File: config.mk
export PLATFORM = sky130hd
export DESIGN_NAME = led_pattern_seq
export DESIGN_NICKNAME = d
export VERILOG_FILES = /design/src/rtl/led_pattern_seq.sv
export SDC_FILE = /design/constraint.sdc
export NUM_CORES = 1
export LEC_CHECK = 0
export CORE_MARGIN = 2
export CORE_UTILIZATION = 39
export CTS_BUF_LIST = sky130_fd_sc_hd__clkbuf_8
export DETAILED_ROUTE_END_ITERATION = 10
export GPL_TIMING_DRIVEN = 0
export PLACE_DENSITY = 0.65
export SKIP_LAST_GASP = 1
export SLEW_MARGIN = 25
export SYNTH_ARGS = -nofsm -noshare
export SYNTH_HDL_FRONTEND = slang
export SYNTH_SLANG_ARGS = --single-unit
File: constraint.sdc
create_clock -name xclk -period 3.25 [get_ports xclk]
set_input_delay 0.65 -clock xclk [delete_from_list [all_inputs] [get_ports xclk]]
set_output_delay 0.65 -clock xclk [all_outputs]
set_load 0.01 [all_outputs]
File: src/rtl/led_pattern_seq.sv
`default_nettype none
// ============================================================================
// Module   : led_pattern_seq
// Purpose  : Programmable LED pattern scheduler. A small step table holds a
//            {mode, duration} pair per step. The table is walked on a prescaled
//            tick, and the registered red/green LED levels are driven from the
//            flasher phase inputs.
// Options  : LEDSEQ_READBACK_EN adds a registered table/control readback port.
// Revision : 1.0  initial release
// ============================================================================
module led_pattern_seq #(
    parameter int STEP_AW  = 2,
    parameter int PRESCALE = 1000,
    parameter int PS_W     = 16
) (
    input  logic               xclk,
    input  logic               sys_rst,
    input  logic               wr_en,
    input  logic [STEP_AW:0]   wr_addr,
    input  logic [7:0]         wr_data,
    input  logic               red_flash,
    input  logic               green_flash,
    output logic               led_r,
    output logic               led_g,
    output logic [STEP_AW-1:0] cur_step,
    output logic               busy,
    output logic               done,
`ifdef LEDSEQ_READBACK_EN
    input  logic [STEP_AW:0]   rd_addr,
    output logic [7:0]         rd_data,
`endif
    output logic               wrap
);

    localparam int                 N_STEPS    = 2 ** STEP_AW;
    localparam logic [PS_W-1:0]    c_PS_MAX   = PS_W'(PRESCALE - 1);
    localparam logic [STEP_AW-1:0] c_LAST_IDX = STEP_AW'(N_STEPS - 1);

    localparam logic [1:0] c_MODE_OFF  = 2'b00;
    localparam logic [1:0] c_MODE_ALT  = 2'b01;
    localparam logic [1:0] c_MODE_SYNC = 2'b10;
    localparam logic [1:0] c_MODE_ON   = 2'b11;

    typedef enum logic [1:0] {
        S_IDLE = 2'd0,
        S_RUN  = 2'd1,
        S_DONE = 2'd2
    } state_t;

    // ------------------------------------------------------------------
    // Storage
    // ------------------------------------------------------------------
    state_t             r_state;
    logic [1:0]         r_mode [N_STEPS];
    logic [5:0]         r_dur  [N_STEPS];
    logic               r_enable;
    logic               r_loop;
    logic [STEP_AW-1:0] r_last;
    logic [PS_W-1:0]    r_ps;
    logic [5:0]         r_dcnt;
    logic [STEP_AW-1:0] r_cur_step;
    logic               r_led_r;
    logic               r_led_g;
    logic               r_busy;
    logic               r_done;
    logic               r_wrap;

    // ------------------------------------------------------------------
    // Combinational decode
    // ------------------------------------------------------------------
    logic               w_step_wr;
    logic               w_ctl_wr;
    logic [STEP_AW-1:0] w_wr_idx;
    logic               w_en_now;
    logic               w_tick;
    logic               w_at_end;
    logic               w_stay_run;
    state_t             w_next_state;
    logic [STEP_AW-1:0] w_next_step;
    logic               w_reload;
    logic               w_dec;
    logic               w_wrap_set;
    logic [5:0]         w_load_dur;
    logic [1:0]         w_cur_mode;
    logic               w_led_r;
    logic               w_led_g;

    assign w_step_wr = wr_en & ~wr_addr[STEP_AW];
    assign w_ctl_wr  = wr_en &  wr_addr[STEP_AW];
    assign w_wr_idx  = wr_addr[STEP_AW-1:0];

    // A control write is acted on in the same cycle it arrives, so a disable
    // written in a tick cycle wins over the tick.
    assign w_en_now  = w_ctl_wr ? wr_data[0] : r_enable;

    assign w_tick    = (r_state == S_RUN) && (r_ps == c_PS_MAX);

    // The final step is either the programmed last index or, when last has
    // already been passed, the top of the table.
    assign w_at_end  = (r_cur_step == r_last) || (r_cur_step == c_LAST_IDX);

    // Duration loaded at step entry; a write to that same entry in the same
    // cycle is forwarded so the freshly written value is used.
    assign w_load_dur = (w_step_wr && (w_wr_idx == w_next_step)) ? wr_data[5:0]
                                                                 : r_dur[w_next_step];

    assign w_stay_run = (r_state == S_RUN) && (w_next_state == S_RUN);
    assign w_cur_mode = r_mode[r_cur_step];

    // Next-state and step-advance decisions
    always_comb begin
        w_next_state = r_state;
        w_next_step  = r_cur_step;
        w_reload     = 1'b0;
        w_dec        = 1'b0;
        w_wrap_set   = 1'b0;
        case (r_state)
            S_IDLE: begin
                w_next_step = '0;
                if (w_en_now) begin
                    w_next_state = S_RUN;
                    w_reload     = 1'b1;
                end
            end
            S_RUN: begin
                if (!w_en_now) begin
                    w_next_state = S_IDLE;
                    w_next_step  = '0;
                end else if (w_tick) begin
                    if (r_dcnt != 6'd0) begin
                        w_dec = 1'b1;
                    end else if (!w_at_end) begin
                        w_next_step = r_cur_step + STEP_AW'(1);
                        w_reload    = 1'b1;
                    end else if (r_loop) begin
                        w_next_step = '0;
                        w_reload    = 1'b1;
                        w_wrap_set  = 1'b1;
                    end else begin
                        w_next_state = S_DONE;
                    end
                end
            end
            S_DONE: begin
                if (!w_en_now) begin
                    w_next_state = S_IDLE;
                    w_next_step  = '0;
                end
            end
            default: begin
                w_next_state = S_IDLE;
                w_next_step  = '0;
            end
        endcase
    end

    // LED level selected by the active step's mode
    always_comb begin
        w_led_r = 1'b0;
        w_led_g = 1'b0;
        case (w_cur_mode)
            c_MODE_OFF: begin
                w_led_r = 1'b0;
                w_led_g = 1'b0;
            end
            c_MODE_ALT: begin
                w_led_r = red_flash;
                w_led_g = green_flash;
            end
            c_MODE_SYNC: begin
                w_led_r = red_flash;
                w_led_g = red_flash;
            end
            c_MODE_ON: begin
                w_led_r = 1'b1;
                w_led_g = 1'b1;
            end
            default: begin
                w_led_r = 1'b0;
                w_led_g = 1'b0;
            end
        endcase
    end

    // ------------------------------------------------------------------
    // Sequential logic
    // ------------------------------------------------------------------

    // FSM state register with registered busy/done status
    always_ff @(posedge xclk) begin
        if (!sys_rst) begin
            r_state <= S_IDLE;
            r_busy  <= 1'b0;
            r_done  <= 1'b0;
        end else begin
            r_state <= w_next_state;
            r_busy  <= (w_next_state == S_RUN);
            r_done  <= (w_next_state == S_DONE);
        end
    end

    // Step table: mode takes effect at once, duration only at next step entry
    always_ff @(posedge xclk) begin
        if (!sys_rst) begin
            for (int i = 0; i < N_STEPS; i++) begin
                r_mode[i] <= '0;
                r_dur[i]  <= '0;
            end
        end else if (w_step_wr) begin
            r_mode[w_wr_idx] <= wr_data[7:6];
            r_dur[w_wr_idx]  <= wr_data[5:0];
        end
    end

    // Control register: enable, loop and last-step index
    always_ff @(posedge xclk) begin
        if (!sys_rst) begin
            r_enable <= 1'b0;
            r_loop   <= 1'b0;
            r_last   <= '0;
        end else if (w_ctl_wr) begin
            r_enable <= wr_data[0];
            r_loop   <= wr_data[1];
            r_last   <= wr_data[2 +: STEP_AW];
        end
    end

    // Prescaler, duration counter, step index and wrap pulse
    always_ff @(posedge xclk) begin
        if (!sys_rst) begin
            r_ps       <= '0;
            r_dcnt     <= '0;
            r_cur_step <= '0;
            r_wrap     <= 1'b0;
        end else begin
            r_cur_step <= w_next_step;
            r_wrap     <= w_wrap_set;
            if (w_reload) begin
                r_dcnt <= w_load_dur;
            end else if (w_dec) begin
                r_dcnt <= r_dcnt - 6'd1;
            end
            if (w_stay_run) begin
                r_ps <= w_tick ? '0 : (r_ps + PS_W'(1));
            end else begin
                r_ps <= '0;
            end
        end
    end

    // Registered LED drive, forced dark whenever the sequencer leaves RUN
    always_ff @(posedge xclk) begin
        if (!sys_rst) begin
            r_led_r <= 1'b0;
            r_led_g <= 1'b0;
        end else begin
            r_led_r <= w_stay_run & w_led_r;
            r_led_g <= w_stay_run & w_led_g;
        end
    end

`ifdef LEDSEQ_READBACK_EN
    logic [7:0] r_rd_data;
    logic [7:0] w_rd_ctl;

    // Control readback: status in the top two bits, config below
    always_comb begin
        w_rd_ctl      = 8'({r_last, r_loop, r_enable});
        w_rd_ctl[7:6] = {r_done, r_busy};
    end

    // Registered readback, one cycle of latency
    always_ff @(posedge xclk) begin
        if (!sys_rst) begin
            r_rd_data <= '0;
        end else if (rd_addr[STEP_AW]) begin
            r_rd_data <= w_rd_ctl;
        end else begin
            r_rd_data <= {r_mode[rd_addr[STEP_AW-1:0]], r_dur[rd_addr[STEP_AW-1:0]]};
        end
    end

    assign rd_data = r_rd_data;
`endif

    assign led_r    = r_led_r;
    assign led_g    = r_led_g;
    assign cur_step = r_cur_step;
    assign busy     = r_busy;
    assign done     = r_done;
    assign wrap     = r_wrap;

endmodule
`default_nettype wire

==> flow_summary.html, run 1 <==
<table>
<tr><th>Metric</th><th>Value</th></tr>
<tr><th colspan="2">Run status</th></tr>
<tr><td>Outcome</td><td>finished, final reports clean</td></tr>
<tr><th colspan="2">Worst setup path</th></tr>
<tr><td>Worst path slowest cell</td><td>clkdlybuf4s50_1</td></tr>
<tr><td>Cell-by-cell trace of the critical path</td><td>clkdlybuf4s50_1, a21boi_1, o21ai_1, a21oi_1, o211a_1, clkbuf_1, nand4_1, and4_1, o221ai_1</td></tr>
<tr><td>Crit-path leading delay family</td><td>compound AO/OA/AOI/OAI gates</td></tr>
<tr><td>Crit Path Class</td><td>in2reg</td></tr>
<tr><td>Critical Path Sink Type</td><td>flop</td></tr>
<tr><td>Crit path buffers/inverters</td><td>2</td></tr>
<tr><td>Arrival time reported for the critical path endpoint</td><td>3.23 ns</td></tr>
<tr><td>Critical Path Source Type</td><td>input port</td></tr>
<tr><td>Critical Path Fanout Max</td><td>10</td></tr>
<tr><td>Required time reported for the critical path endpoint</td><td>3.51 ns</td></tr>
<tr><td>Highest cell delay on the worst timing path</td><td>0.53 ns</td></tr>
<tr><th colspan="2">Yosys</th></tr>
<tr><td>Combinational family with the most area after synthesis</td><td>simple AND/OR/NAND/NOR gates</td></tr>
<tr><td>Post-synthesis instance area</td><td>3560 um2</td></tr>
<tr><td>Syn Inst Count</td><td>352</td></tr>
<tr><td>Simple-gate share of the synthesized area</td><td>25.2%</td></tr>
<tr><td>Share of synthesized flip-flops with an asynchronous set or reset</td><td>0%</td></tr>
<tr><td>Synthesized area divided by synthesized cell count</td><td>10.1 um2</td></tr>
<tr><td>Seq cells post-synth</td><td>67</td></tr>
<tr><td>Count of flip-flops with a built-in enable after synthesis</td><td>32</td></tr>
<tr><td>Yosys warns</td><td>0</td></tr>
<tr><td>Post-synthesis net count</td><td>380</td></tr>
<tr><td>Post-synthesis share of cell area spent on xor and xnor gates</td><td>5.41%</td></tr>
<tr><td>Post-synthesis share of cell area spent on full adders, half adders and majority gates</td><td>4.22%</td></tr>
<tr><td>Multiplexer share of the synthesized area</td><td>1.27%</td></tr>
<tr><td>Distinct cells, synth</td><td>54</td></tr>
<tr><td>Synthesized-area fraction occupied by ao, oa, aoi and oai cells</td><td>12.8%</td></tr>
<tr><td>Predominant post-synthesis flop cell</td><td>dfxtp_1</td></tr>
<tr><td>Portion of the post-synthesis area used by sequential elements</td><td>46.7%</td></tr>
<tr><th colspan="2">Floorplan</th></tr>
<tr><td>Core area</td><td>8810 um2</td></tr>
<tr><td>I/O pins</td><td>23</td></tr>
<tr><td>Horizontal die dimension</td><td>99.5 um</td></tr>
<tr><td>Area of the die</td><td>9900 um2</td></tr>
<tr><td>Initial core utilization</td><td>40.4%</td></tr>
<tr><td>Die Ht</td><td>99.5 um</td></tr>
<tr><td>Core Rows</td><td>34</td></tr>
<tr><th colspan="2">Cells and area</th></tr>
<tr><td>Layout net count</td><td>413</td></tr>
<tr><td>Layout Cell Area excl Fill</td><td>4120 um2</td></tr>
<tr><td>Share of cells above drive strength 1</td><td>11.3%</td></tr>
<tr><td>Commonest non-fill, non-tap cells in the layout</td><td>dfxtp_1 (35), edfxtp_1 (32), nand2_1 (27), clkdlybuf4s50_1 (22), and2_1 (21)</td></tr>
<tr><td>Final instance count without filler cells</td><td>498</td></tr>
<tr><td>Number of diodes</td><td>0</td></tr>
<tr><td>Synthesis-to-finish area growth</td><td>15.7%</td></tr>
<tr><td>Most frequent standard cell in the layout excluding fill and tap cells</td><td>dfxtp_1</td></tr>
<tr><th colspan="2">STA</th></tr>
<tr><td>Worst clock skew on the final layout</td><td>0.0147 ns</td></tr>
<tr><td>Worst setup slack after layout</td><td>0.278 ns</td></tr>
<tr><td>Setup repair after global routing missed its margin</td><td>false</td></tr>
<tr><td>Share of the cycle needed by the critical path after routing</td><td>91.4%</td></tr>
<tr><td>Final number of max-transition violations</td><td>0</td></tr>
<tr><td>Final Critical Period</td><td>2.97 ns</td></tr>
<tr><td>Sum of negative setup slack</td><td>0 ns</td></tr>
<tr><td>Total count of hold-check failures in the final report</td><td>0</td></tr>
<tr><td>Max-Slew Margin vs Limit</td><td>49.0%</td></tr>
<tr><td>Total setup violations reported at the end of the flow</td><td>0</td></tr>
<tr><td>Fin Hold WS</td><td>0.475 ns</td></tr>
<tr><td>Achievable Freq</td><td>337 MHz</td></tr>
<tr><td>Measured slew at the worst slew-check pin</td><td>0.760 ns</td></tr>
<tr><th colspan="2">Power and ir drop</th></tr>
<tr><td>Share of total power consumed by net switching</td><td>24.6%</td></tr>
<tr><td>Clock network power share</td><td>38.7%</td></tr>
<tr><td>VDD IR max</td><td>0.271 mV</td></tr>
<tr><td>Sequential cell fraction of total power</td><td>53.0%</td></tr>
<tr><td>Net switching power</td><td>0.000435 W</td></tr>
<tr><td>Internal power summed over all cells</td><td>0.00133 W</td></tr>
<tr><td>Part of the power in combinational logic</td><td>8.3%</td></tr>
<tr><td>Leakage dissipation</td><td>1.37 nW</td></tr>
<tr><td>Total power density per cell area</td><td>429 nW/um2</td></tr>
<tr><th colspan="2">Placed design</th></tr>
<tr><td>IO buf count</td><td>22</td></tr>
<tr><td>Minimum setup slack after placement</td><td>-0.265 ns</td></tr>
<tr><td>Last weighted congestion value of the routability-driven placer</td><td>0.789</td></tr>
<tr><td>Cell Area, Placed</td><td>3910 um2</td></tr>
<tr><td># placed instances</td><td>482</td></tr>
<tr><td>HPWL reported at the end of detailed placement</td><td>5.68 mm</td></tr>
<tr><th colspan="2">Clocking</th></tr>
<tr><td>CTS tree</td><td>built</td></tr>
<tr><td>Clock buffers created by TritonCTS</td><td>9</td></tr>
<tr><td>Clock sink count</td><td>67</td></tr>
<tr><td>Maximum number of buffers from clock root to sink</td><td>2</td></tr>
<tr><td>Number of hold buffers added after CTS</td><td>0</td></tr>
<tr><td>Root buffer selected by CTS</td><td>clkbuf_8</td></tr>
<tr><td>Clock latency on the worst-skew pair</td><td>0.34 ns</td></tr>
<tr><td>Post-CTS repair timing setup buffer count</td><td>0</td></tr>
<tr><td>Clock-pin slew on the worst setup and hold paths</td><td>0.08 ns</td></tr>
<tr><td>Total number of H-tree levels</td><td>3</td></tr>
<tr><th colspan="2">Routing</th></tr>
<tr><td>Number of search-and-repair iterations in the first detailed-routing pass</td><td>4</td></tr>
<tr><td>Mean number of vias per cell</td><td>5.41</td></tr>
<tr><td>Total routed wirelength</td><td>7.47 mm</td></tr>
<tr><td>Vias post-DR</td><td>2696</td></tr>
<tr><td>Wire per inst</td><td>15.0 um</td></tr>
<tr><td>Count of routing violations after the opening detailed-route iteration</td><td>131</td></tr>
<tr><td>Detailed-route DRC error count</td><td>0</td></tr>
<tr><td>Remaining antenna violation count</td><td>0</td></tr>
<tr><th colspan="2">GRT</th></tr>
<tr><td>Pin count of the biggest net entering global routing</td><td>13</td></tr>
<tr><td>Number of antenna violations at the first check in global routing</td><td>0</td></tr>
<tr><td>Wire length of the first global-routing pass</td><td>12.5 mm</td></tr>
<tr><td>Overall routing resource usage</td><td>16.0%</td></tr>
<tr><td>Total grt overflow</td><td>0</td></tr>
<tr><td>Vias in the first global route</td><td>2653</td></tr>
<tr><th colspan="2">Run</th></tr>
<tr><td>Number of max-capacitance violations reported</td><td>0</td></tr>
<tr><th colspan="2">Hold path</th></tr>
<tr><td>Class of the tightest hold or removal check</td><td>reg2reg</td></tr>
</table>
## power groups by stage
stage                logic, W  clock network [W]  registers [W]
CTS                  0.000148           0.000700       0.000936
floorplan           0.0000940                  0       0.000948
detailed placement   0.000147                  0       0.000955
finish               0.000147           0.000684       0.000936
global placement     0.000145                  0       0.000954
global route         0.000166           0.000744       0.000939
## worst paths after layout
check | startpoint | to | slack, ns | cells past startpoint
min | r_ps[0]$_SDFF_PP0_ | r_ps[0]$_SDFF_PP0_ | 0.48 | 1
max | wr_addr[2] | r_dcnt[5]$_SDFFE_PN0P_ | 0.28 | 9
max reg2reg | r_state[1]$_SDFF_PN0_ | r_dcnt[4]$_SDFFE_PN0P_ | 0.43 | 9
min reg2reg | r_ps[0]$_SDFF_PP0_ | r_ps[0]$_SDFF_PP0_ | 0.48 | 1
## cells by family (layout without fill, tap and decap cells)
family                     count (synthesis)  count (layout)
xor gates and xnor gates                  22              22
and+or+nand+nor                          158             158
muxes                                      2               2
buffers and inverters                     35              73
DFF                                       67              67
adders and majority gates                 12              12
AOI/OAI and AO/OA                         56              56
## cell type report
class | instances | area [um2]
inverter | 20 | 75.1
timing repair buffer | 22 | 220
multi-input combinational | 250 | 1750
clock inverter | 7 | 68.8
buffer | 15 | 82.6
clock buffer | 9 | 124
tap | 108 | 135
sequential | 67 | 1660
fill | 827 | 4690
## registers in the layout (all words and copies together), names as in the netlist
register  count
done          1
r_mode        8
busy          1
r_last        2
r_loop        1
cur_step      2
wrap          1
r_ps         16
r_dcnt        6
led_r         1
r_dur        24
r_state       2
r_enable      1
led_g         1
## worst reg2reg max path: cells and delay by family (launching register included)
| kind | cells | cell delay, ns |
|---|---|---|
| AOI/OAI and AO/OA | 4 | 1.11 |
| and+or+nand+nor | 3 | 0.97 |
| DFF | 1 | 0.36 |
| adders and majority gates | 1 | 0.16 |
| buffers and inverters | 1 | 0.13 |
## synthesized netlist by cell type (11+ instances only)
| library cell | n | area share [%] |
|---|---|---|
| and2_1 | 21 | 3.7 |
| clkbuf_1 | 11 | 1.2 |
| dfxtp_1 | 35 | 20 |
| edfxtp_1 | 32 | 27 |
| ha_1 | 12 | 4.2 |
| inv_1 | 20 | 2.1 |
| nand2_1 | 27 | 2.8 |
| nand3_1 | 14 | 2.0 |
| nand4_1 | 16 | 2.8 |
| nor2_1 | 20 | 2.1 |
| o211ai_1 | 15 | 3.2 |
| xnor2_1 | 12 | 3.0 |
## stage by stage
stage | power, W | util, %
detailed placement | 0.00110 | 44.4
floorplan | 0.00104 | -
global placement | 0.00110 | 44.4
CTS | 0.00178 | 46.6
finish | 0.00177 | 46.7
global route | 0.00185 | 46.7
## what timing repair did
action	4_1_cts	5_1_grt
gates resized for setup	0	3
endpoints found under the hold margin	0	0
setup endpoints to repair	0	22
## routing by layer
layer	global-route usage, %	up-vias	wire length [um]
li1	-	1360	-
met1	19.9	1272	3460
met2	27.5	56	3660
met3	3.79	8	266
met4	4.95	0	84
met5	0	-	0
No activity file was read; power rests on OpenSTA's default activity.
==> run 2: changes to the inputs <==
- clock period: 3.25 -> 3.5 ns (I/O delays scaled with it)
==> flow_summary.html, run 2 (synthesis results as in run 1) <==
<table>
<tr><th>Metric</th><th>Value</th></tr>
<tr><th colspan="2">Run status</th></tr>
<tr><td>Outcome</td><td>finished, final reports clean</td></tr>
<tr><th colspan="2">Hold path</th></tr>
<tr><td>Class of the tightest hold or removal check</td><td>reg2reg</td></tr>
<tr><th colspan="2">Worst setup path</th></tr>
<tr><td>Required time reported for the critical path endpoint</td><td>3.50 ns (about the same)</td></tr>
<tr><td>Critical Path Source Type</td><td>input port</td></tr>
<tr><td>Crit Path Class</td><td>in2reg</td></tr>
<tr><td>Arrival time reported for the critical path endpoint</td><td>3.11 ns (-0.12 ns)</td></tr>
<tr><td>Critical Path Sink Type</td><td>flop</td></tr>
<tr><td>Critical Path Fanout Max</td><td>9 (-1)</td></tr>
<tr><th colspan="2">Floorplan</th></tr>
<tr><td>I/O pins</td><td>23 (unchanged)</td></tr>
<tr><td>Die Ht</td><td>99.5 um (unchanged)</td></tr>
<tr><td>Core area</td><td>8810 um2 (unchanged)</td></tr>
<tr><td>Initial core utilization</td><td>40.4% (unchanged)</td></tr>
<tr><td>Horizontal die dimension</td><td>99.5 um (unchanged)</td></tr>
<tr><td>Area of the die</td><td>9900 um2 (unchanged)</td></tr>
<tr><td>Core Rows</td><td>34 (unchanged)</td></tr>
<tr><th colspan="2">Power and ir drop</th></tr>
<tr><td>Total power density per cell area</td><td>400 nW/um2 (-6.9%)</td></tr>
<tr><td>VDD IR max</td><td>0.252 mV (-7.2%)</td></tr>
<tr><td>Leakage dissipation</td><td>1.36 nW (-0.19%)</td></tr>
<tr><td>Total design power</td><td>0.00164 W (-7.2%)</td></tr>
<tr><th colspan="2">STA</th></tr>
<tr><td>Final number of max-transition violations</td><td>0 (unchanged)</td></tr>
<tr><td>Achievable Freq</td><td>322 MHz</td></tr>
<tr><td>Total setup violations reported at the end of the flow</td><td>0 (unchanged)</td></tr>
<tr><td>Max-Slew Margin vs Limit</td><td>42.1% (-6.9 points)</td></tr>
<tr><td>Share of the cycle needed by the critical path after routing</td><td>88.8%</td></tr>
<tr><td>Total count of hold-check failures in the final report</td><td>0 (unchanged)</td></tr>
<tr><td>Setup repair after global routing missed its margin</td><td>false</td></tr>
<tr><td>Worst clock skew on the final layout</td><td>0.0147 ns (-0.000000600 ns)</td></tr>
<tr><td>Measured slew at the worst slew-check pin</td><td>0.867 ns (+0.108 ns)</td></tr>
<tr><td>Final Critical Period</td><td>3.11 ns</td></tr>
<tr><td>Fin Hold WS</td><td>0.475 ns (unchanged)</td></tr>
<tr><td>Worst setup slack after layout</td><td>0.392 ns (+0.113 ns)</td></tr>
<tr><th colspan="2">Clocking</th></tr>
<tr><td>Maximum number of buffers from clock root to sink</td><td>2 (unchanged)</td></tr>
<tr><td>CTS tree</td><td>built</td></tr>
<tr><td>Root buffer selected by CTS</td><td>clkbuf_8</td></tr>
<tr><td>Clock sink count</td><td>67 (unchanged)</td></tr>
<tr><td>Number of hold buffers added after CTS</td><td>0 (unchanged)</td></tr>
<tr><td>Clock-pin slew on the worst setup and hold paths</td><td>0.08 ns (about the same)</td></tr>
<tr><td>Clock latency on the worst-skew pair</td><td>0.34 ns (about the same)</td></tr>
<tr><td>Clock buffers created by TritonCTS</td><td>9 (unchanged)</td></tr>
<tr><td>Total number of H-tree levels</td><td>3 (unchanged)</td></tr>
<tr><th colspan="2">GRT</th></tr>
<tr><td>Pin count of the biggest net entering global routing</td><td>13 (unchanged)</td></tr>
<tr><td>Number of antenna violations at the first check in global routing</td><td>0 (unchanged)</td></tr>
<tr><td>Total grt overflow</td><td>0 (unchanged)</td></tr>
<tr><td>Overall routing resource usage</td><td>16.0% (unchanged)</td></tr>
<tr><td>Wire length of the first global-routing pass</td><td>12.5 mm (unchanged)</td></tr>
<tr><td>Vias in the first global route</td><td>2653 (unchanged)</td></tr>
<tr><th colspan="2">Placed design</th></tr>
<tr><td>HPWL reported at the end of detailed placement</td><td>5.68 mm (unchanged)</td></tr>
<tr><td># placed instances</td><td>482 (unchanged)</td></tr>
<tr><td>Minimum setup slack after placement</td><td>-0.0647 ns (+0.200 ns)</td></tr>
<tr><td>IO buf count</td><td>22 (unchanged)</td></tr>
<tr><td>Last weighted congestion value of the routability-driven placer</td><td>0.789 (unchanged)</td></tr>
<tr><th colspan="2">Cells and area</th></tr>
<tr><td>Final instance count without filler cells</td><td>498 (unchanged)</td></tr>
<tr><td>Register cell area after layout</td><td>1660 um2 (unchanged)</td></tr>
<tr><td>Biggest regs</td><td>r_dur (24), r_ps (16), r_mode (8)</td></tr>
<tr><td>Multi-input gate area</td><td>1740 um2 (-0.57%)</td></tr>
<tr><td>Total of fill cells in the finished design</td><td>828 (+0.12%)</td></tr>
<tr><td>Largest reg by FF count</td><td>r_dur</td></tr>
<tr><td>Share of cells above drive strength 1</td><td>10.8% (-0.51 points)</td></tr>
<tr><td>Synthesis-to-finish area growth</td><td>15.4%</td></tr>
<tr><td>Most frequent standard cell in the layout excluding fill and tap cells</td><td>dfxtp_1</td></tr>
<tr><td>Number of diodes</td><td>0 (unchanged)</td></tr>
<tr><td>Layout net count</td><td>413 (unchanged)</td></tr>
<tr><td>Commonest non-fill, non-tap cells in the layout</td><td>dfxtp_1 (35), edfxtp_1 (32), nand2_1 (27), clkdlybuf4s50_1 (22), and2_1 (21)</td></tr>
<tr><td>Number of flip-flops in the largest register</td><td>24 (unchanged)</td></tr>
<tr><th colspan="2">Routing</th></tr>
<tr><td>Detailed-route DRC error count</td><td>0 (unchanged)</td></tr>
<tr><td>Count of routing violations after the opening detailed-route iteration</td><td>135 (+3.1%)</td></tr>
<tr><td>Wire per inst</td><td>15.0 um (-0.11%)</td></tr>
<tr><td>Remaining antenna violation count</td><td>0 (unchanged)</td></tr>
<tr><td>Mean number of vias per cell</td><td>5.41 (about the same)</td></tr>
<tr><td>Number of search-and-repair iterations in the first detailed-routing pass</td><td>4 (unchanged)</td></tr>
<tr><td>Vias post-DR</td><td>2694 (-0.074%)</td></tr>
<tr><td>Total routed wirelength</td><td>7.46 mm (-0.11%)</td></tr>
<tr><th colspan="2">Run</th></tr>
<tr><td>Number of max-capacitance violations reported</td><td>0 (unchanged)</td></tr>
</table>
[run 2: cell counts in the layout (fill, tap and decap cells not counted)]
No cell type changed its count.
[run 2: cell type report]
class | instances | share of cell area [%]
plain buffers | 15 | 2.01
clock buffers | 9 | 3.02
clock inverters | 7 | 1.68
inverters | 20 | 1.83
multi-input cells | 250 | 42.4
flip-flops and latches | 67 | 40.5
well taps | 108 | 3.29
repair buffers | 22 | 5.36
[run 2: power breakdown]
part           internal (W)  total (W)  switching, W
Clock              0.000326   0.000635      0.000309
Sequential         0.000854   0.000869     0.0000159
Combinational     0.0000572   0.000136     0.0000789
[run 2: metal layers]
layer  share of wire (%)  global-route usage [%]  vias up
met2                  49                    27.5       52
met3                 3.7                    3.79        8
met1                  46                    19.9     1275
met4                 1.1                    4.95        0
li1                    -                       -     1359
met5                   0                       0        -
[run 2: worst paths after layout]
check | to | slack, ns | depth (start not counted) | startpoint
setup / recovery | r_dur[2][0]$_SDFFCE_PN0P_ | 0.39 | 5 | wr_en
hold / removal | r_ps[0]$_SDFF_PP0_ | 0.48 | 1 | r_ps[0]$_SDFF_PP0_
setup reg to reg | r_dcnt[4]$_SDFFE_PN0P_ | 0.68 | 9 | r_state[1]$_SDFF_PN0_
hold reg to reg | r_ps[0]$_SDFF_PP0_ | 0.48 | 1 | r_ps[0]$_SDFF_PP0_
[run 2: worst max-delay path, cell delays in order]
cell and delay, ns:
clkdlybuf4s50_1 0.58, nor2b_1 0.38, nand2_1 0.23, nor3b_1 0.77
nand2b_1 0.45
[run 2: metrics by stage]
stage,setup TNS [ns],util (%),area (um2)
2_1_floorplan,0,-,3560
3_5_place_dp,-0.516,44.4,3910
4_1_cts,0,46.6,4110
5_1_grt,0,46.6,4110
6_report,0,46.6,4110
3_3_place_gp,-0.00334,44.4,3910
[run 2: timing repair]
item	4_1_cts	5_1_grt
gates resized for setup	0	1
setup endpoints to repair	0	2
setup buffers	0	0
==> run 3: changes to the inputs <==
- CAP_MARGIN: default -> 10
- CORE_UTILIZATION: 39 -> 30
- PLACE_DENSITY: 0.65 -> 0.55
==> flow_summary.html, run 3 (synthesis results as in run 1) <==
<table>
<tr><th>Metric</th><th>Value</th></tr>
<tr><th colspan="2">Routing</th></tr>
<tr><td>Number of search-and-repair iterations in the first detailed-routing pass</td><td>4 (unchanged)</td></tr>
<tr><td>Count of routing violations after the opening detailed-route iteration</td><td>131 (-3.0%)</td></tr>
<tr><td>Wire per inst</td><td>14.3 um (-4.2%)</td></tr>
<tr><td>Mean number of vias per cell</td><td>5.03 (-6.9%)</td></tr>
<tr><td>Remaining antenna violation count</td><td>0 (unchanged)</td></tr>
<tr><td>Total routed wirelength</td><td>7.65 mm (+2.5%)</td></tr>
<tr><td>Vias post-DR</td><td>2683 (-0.41%)</td></tr>
<tr><td>Detailed-route DRC error count</td><td>0 (unchanged)</td></tr>
<tr><th colspan="2">Worst setup path</th></tr>
<tr><td>Crit Path Class</td><td>in2reg</td></tr>
<tr><td>Arrival time reported for the critical path endpoint</td><td>3.36 ns (+0.25 ns)</td></tr>
<tr><td>Required time reported for the critical path endpoint</td><td>3.76 ns (+0.26 ns)</td></tr>
<tr><td>Critical Path Fanout Max</td><td>10 (+1)</td></tr>
<tr><td>Critical Path Source Type</td><td>input port</td></tr>
<tr><td>Critical Path Sink Type</td><td>flop</td></tr>
<tr><th colspan="2">Cells and area</th></tr>
<tr><td>Largest reg by FF count</td><td>r_dur</td></tr>
<tr><td>Post-Route Utilization</td><td>36.0% (-11 points)</td></tr>
<tr><td>Biggest regs</td><td>r_dur (24), r_ps (16), r_mode (8)</td></tr>
<tr><td>Commonest non-fill, non-tap cells in the layout</td><td>dfxtp_1 (35), edfxtp_1 (32), nand2_1 (27), clkdlybuf4s50_1 (22)</td></tr>
<tr><td>Number of diodes</td><td>0 (unchanged)</td></tr>
<tr><td>Total of fill cells in the finished design</td><td>1172 (+42%)</td></tr>
<tr><td>Layout net count</td><td>413 (unchanged)</td></tr>
<tr><td>Number of flip-flops in the largest register</td><td>24 (unchanged)</td></tr>
<tr><td>Share of cells above drive strength 1</td><td>10.3% (-0.51 points)</td></tr>
<tr><td>Synthesis-to-finish area growth</td><td>16.6%</td></tr>
<tr><td>Most frequent standard cell in the layout excluding fill and tap cells</td><td>dfxtp_1</td></tr>
<tr><th colspan="2">STA</th></tr>
<tr><td>Final Critical Period</td><td>3.10 ns (-0.0109 ns)</td></tr>
<tr><td>Worst clock skew on the final layout</td><td>0.00775 ns (-0.00690 ns)</td></tr>
<tr><td>Measured slew at the worst slew-check pin</td><td>0.871 ns (+0.00376 ns)</td></tr>
<tr><td>Total setup violations reported at the end of the flow</td><td>0 (unchanged)</td></tr>
<tr><td>Setup repair after global routing missed its margin</td><td>false</td></tr>
<tr><td>Share of the cycle needed by the critical path after routing</td><td>88.5% (-0.31 points)</td></tr>
<tr><td>Achievable Freq</td><td>323 MHz (+0.35%)</td></tr>
<tr><td>Total count of hold-check failures in the final report</td><td>0 (unchanged)</td></tr>
<tr><td>Final number of max-transition violations</td><td>0 (unchanged)</td></tr>
<tr><td>Fin Hold WS</td><td>0.470 ns (-0.00500 ns)</td></tr>
<tr><td>Max-Slew Margin vs Limit</td><td>41.8% (-0.25 points)</td></tr>
<tr><th colspan="2">Power and ir drop</th></tr>
<tr><td>VDD IR max</td><td>0.219 mV (-13%)</td></tr>
<tr><td>Total power density per cell area</td><td>394 nW/um2 (-1.3%)</td></tr>
<tr><td>Leakage dissipation</td><td>1.37 nW (+0.54%)</td></tr>
<tr><th colspan="2">Clocking</th></tr>
<tr><td>CTS tree</td><td>built</td></tr>
<tr><td>Clock buffers created by TritonCTS</td><td>9 (unchanged)</td></tr>
<tr><td>Total number of H-tree levels</td><td>3 (unchanged)</td></tr>
<tr><td>Root buffer selected by CTS</td><td>clkbuf_8</td></tr>
<tr><td>Clock sink count</td><td>67 (unchanged)</td></tr>
<tr><td>Clock latency on the worst-skew pair</td><td>0.35 ns (about the same)</td></tr>
<tr><td>Clock-pin slew on the worst setup and hold paths</td><td>0.08 ns (about the same)</td></tr>
<tr><td>Number of hold buffers added after CTS</td><td>0 (unchanged)</td></tr>
<tr><td>Maximum number of buffers from clock root to sink</td><td>2 (unchanged)</td></tr>
<tr><th colspan="2">Floorplan</th></tr>
<tr><td>I/O pins</td><td>23 (unchanged)</td></tr>
<tr><td>Area of the die</td><td>12700 um2 (+29%)</td></tr>
<tr><td>Core Rows</td><td>39 (+15%)</td></tr>
<tr><td>Initial core utilization</td><td>30.9% (-9.5 points)</td></tr>
<tr><td>Horizontal die dimension</td><td>113 um (+13%)</td></tr>
<tr><td>Die Ht</td><td>113 um (+13%)</td></tr>
<tr><td>Core area</td><td>11500 um2 (+31%)</td></tr>
<tr><th colspan="2">GRT</th></tr>
<tr><td>Overall routing resource usage</td><td>12.9% (-3.1 points)</td></tr>
<tr><td>Number of antenna violations at the first check in global routing</td><td>0 (unchanged)</td></tr>
<tr><td>Total grt overflow</td><td>0 (unchanged)</td></tr>
<tr><td>Vias in the first global route</td><td>2660 (+0.26%)</td></tr>
<tr><td>Pin count of the biggest net entering global routing</td><td>13 (unchanged)</td></tr>
<tr><td>Wire length of the first global-routing pass</td><td>13.0 mm (+4.3%)</td></tr>
<tr><th colspan="2">Run status</th></tr>
<tr><td>Outcome</td><td>finished, final reports clean</td></tr>
<tr><th colspan="2">Placed design</th></tr>
<tr><td>Last weighted congestion value of the routability-driven placer</td><td>0.829 (+5.0%)</td></tr>
<tr><td>IO buf count</td><td>22 (unchanged)</td></tr>
<tr><td>HPWL reported at the end of detailed placement</td><td>5.89 mm (+3.7%)</td></tr>
<tr><th colspan="2">Run</th></tr>
<tr><td>Number of max-capacitance violations reported</td><td>0 (unchanged)</td></tr>
<tr><th colspan="2">Hold path</th></tr>
<tr><td>Class of the tightest hold or removal check</td><td>reg2reg</td></tr>
</table>
[run 3: cell types whose count changed in the layout (fill, tap and decap cells not counted)]
| cell | previous run | this run |
|---|---|---|
| clkinvlp_4 | 2 | 0 |
| inv_1 | 20 | 21 |
| clkinv_2 | 3 | 1 |
| clkinv_4 | 1 | 2 |
| inv_6 | 0 | 1 |
| clkinv_1 | 0 | 1 |
[run 3: timing repair]
item,4_1_cts,5_1_grt
setup endpoints to repair,0,6
gates resized for setup,0,1
buffers inserted,0,0
[run 3: per-layer routing]
metal  vias to the layer above  track usage, %  wire [um]
met5                         -               0          0
met4                         0            5.37        134
met3                         8            3.05        222
met2                        33            21.1       3740
met1                      1281            16.5       3550
li1                       1361               -          -
[run 3: worst max-delay path: stages]
cell and delay (ns):
clkdlybuf4s50_1 0.51, a21boi_1 0.44, o21ai_1 0.27, a21oi_1 0.27, o211a_1 0.29, clkbuf_1 0.38, nand4_1 0.15, and4_1 0.21
o221ai_1 0.13
[run 3: path summary, 6_finish.rpt]
| path | startpoint | to | slack (ns) | cells after the start |
|---|---|---|---|---|
| worst max-delay path | wr_en | r_dcnt[5]$_SDFFE_PN0P_ | 0.40 | 9 |
| worst max register to register | r_state[1]$_SDFF_PN0_ | r_dcnt[2]$_SDFFE_PN0P_ | 0.56 | 9 |
| worst min register to register | r_ps[0]$_SDFF_PP0_ | r_ps[0]$_SDFF_PP0_ | 0.47 | 1 |
| worst min-delay path | r_ps[0]$_SDFF_PP0_ | r_ps[0]$_SDFF_PP0_ | 0.47 | 1 |
[run 3: final cells by class]
type / count / area, um2 / area share [%]
inverters: 20 / 75.1 / 1.81
flip-flops and latches: 67 / 1660 / 40.0
clock buffers: 9 / 124 / 2.98
clock inverters: 7 / 68.8 / 1.66
multi-input cells: 250 / 1740 / 41.9
well taps: 143 / 179 / 4.31
repair buffers: 22 / 220 / 5.31
plain buffers: 15 / 82.6 / 1.99
[run 3: through the flow]
| stage | setup WS [ns] | area [um2] | power, W | setup TNS, ns | std cells |
|---|---|---|---|---|---|
| 3_5_place_dp | -0.0599 | 3960 | 0.00103 | -0.236 | 517 |
| 6_report | 0.403 | 4150 | 0.00164 | 0 | 533 |
| 3_3_place_gp | -0.0506 | 3960 | 0.00102 | -0.469 | 517 |
| 4_1_cts | 0.296 | 4150 | 0.00166 | 0 | 533 |
| 5_1_grt | 0.163 | 4150 | 0.00171 | 0 | 533 |
| 2_1_floorplan | 0.972 | 3560 | 0.000968 | 0 | 352 |
[run 3: where the power goes]
| part | leakage, nW | total, W | internal (W) | switching (W) |
|---|---|---|---|---|
| registers | 0.591 | 0.000868 | 0.000853 | 0.0000148 |
| logic | 0.678 | 0.000138 | 0.0000573 | 0.0000806 |
| clock network | 0.102 | 0.000631 | 0.000327 | 0.000303 |
| total | 1.37 | 0.00164 | 0.00124 | 0.000399 |
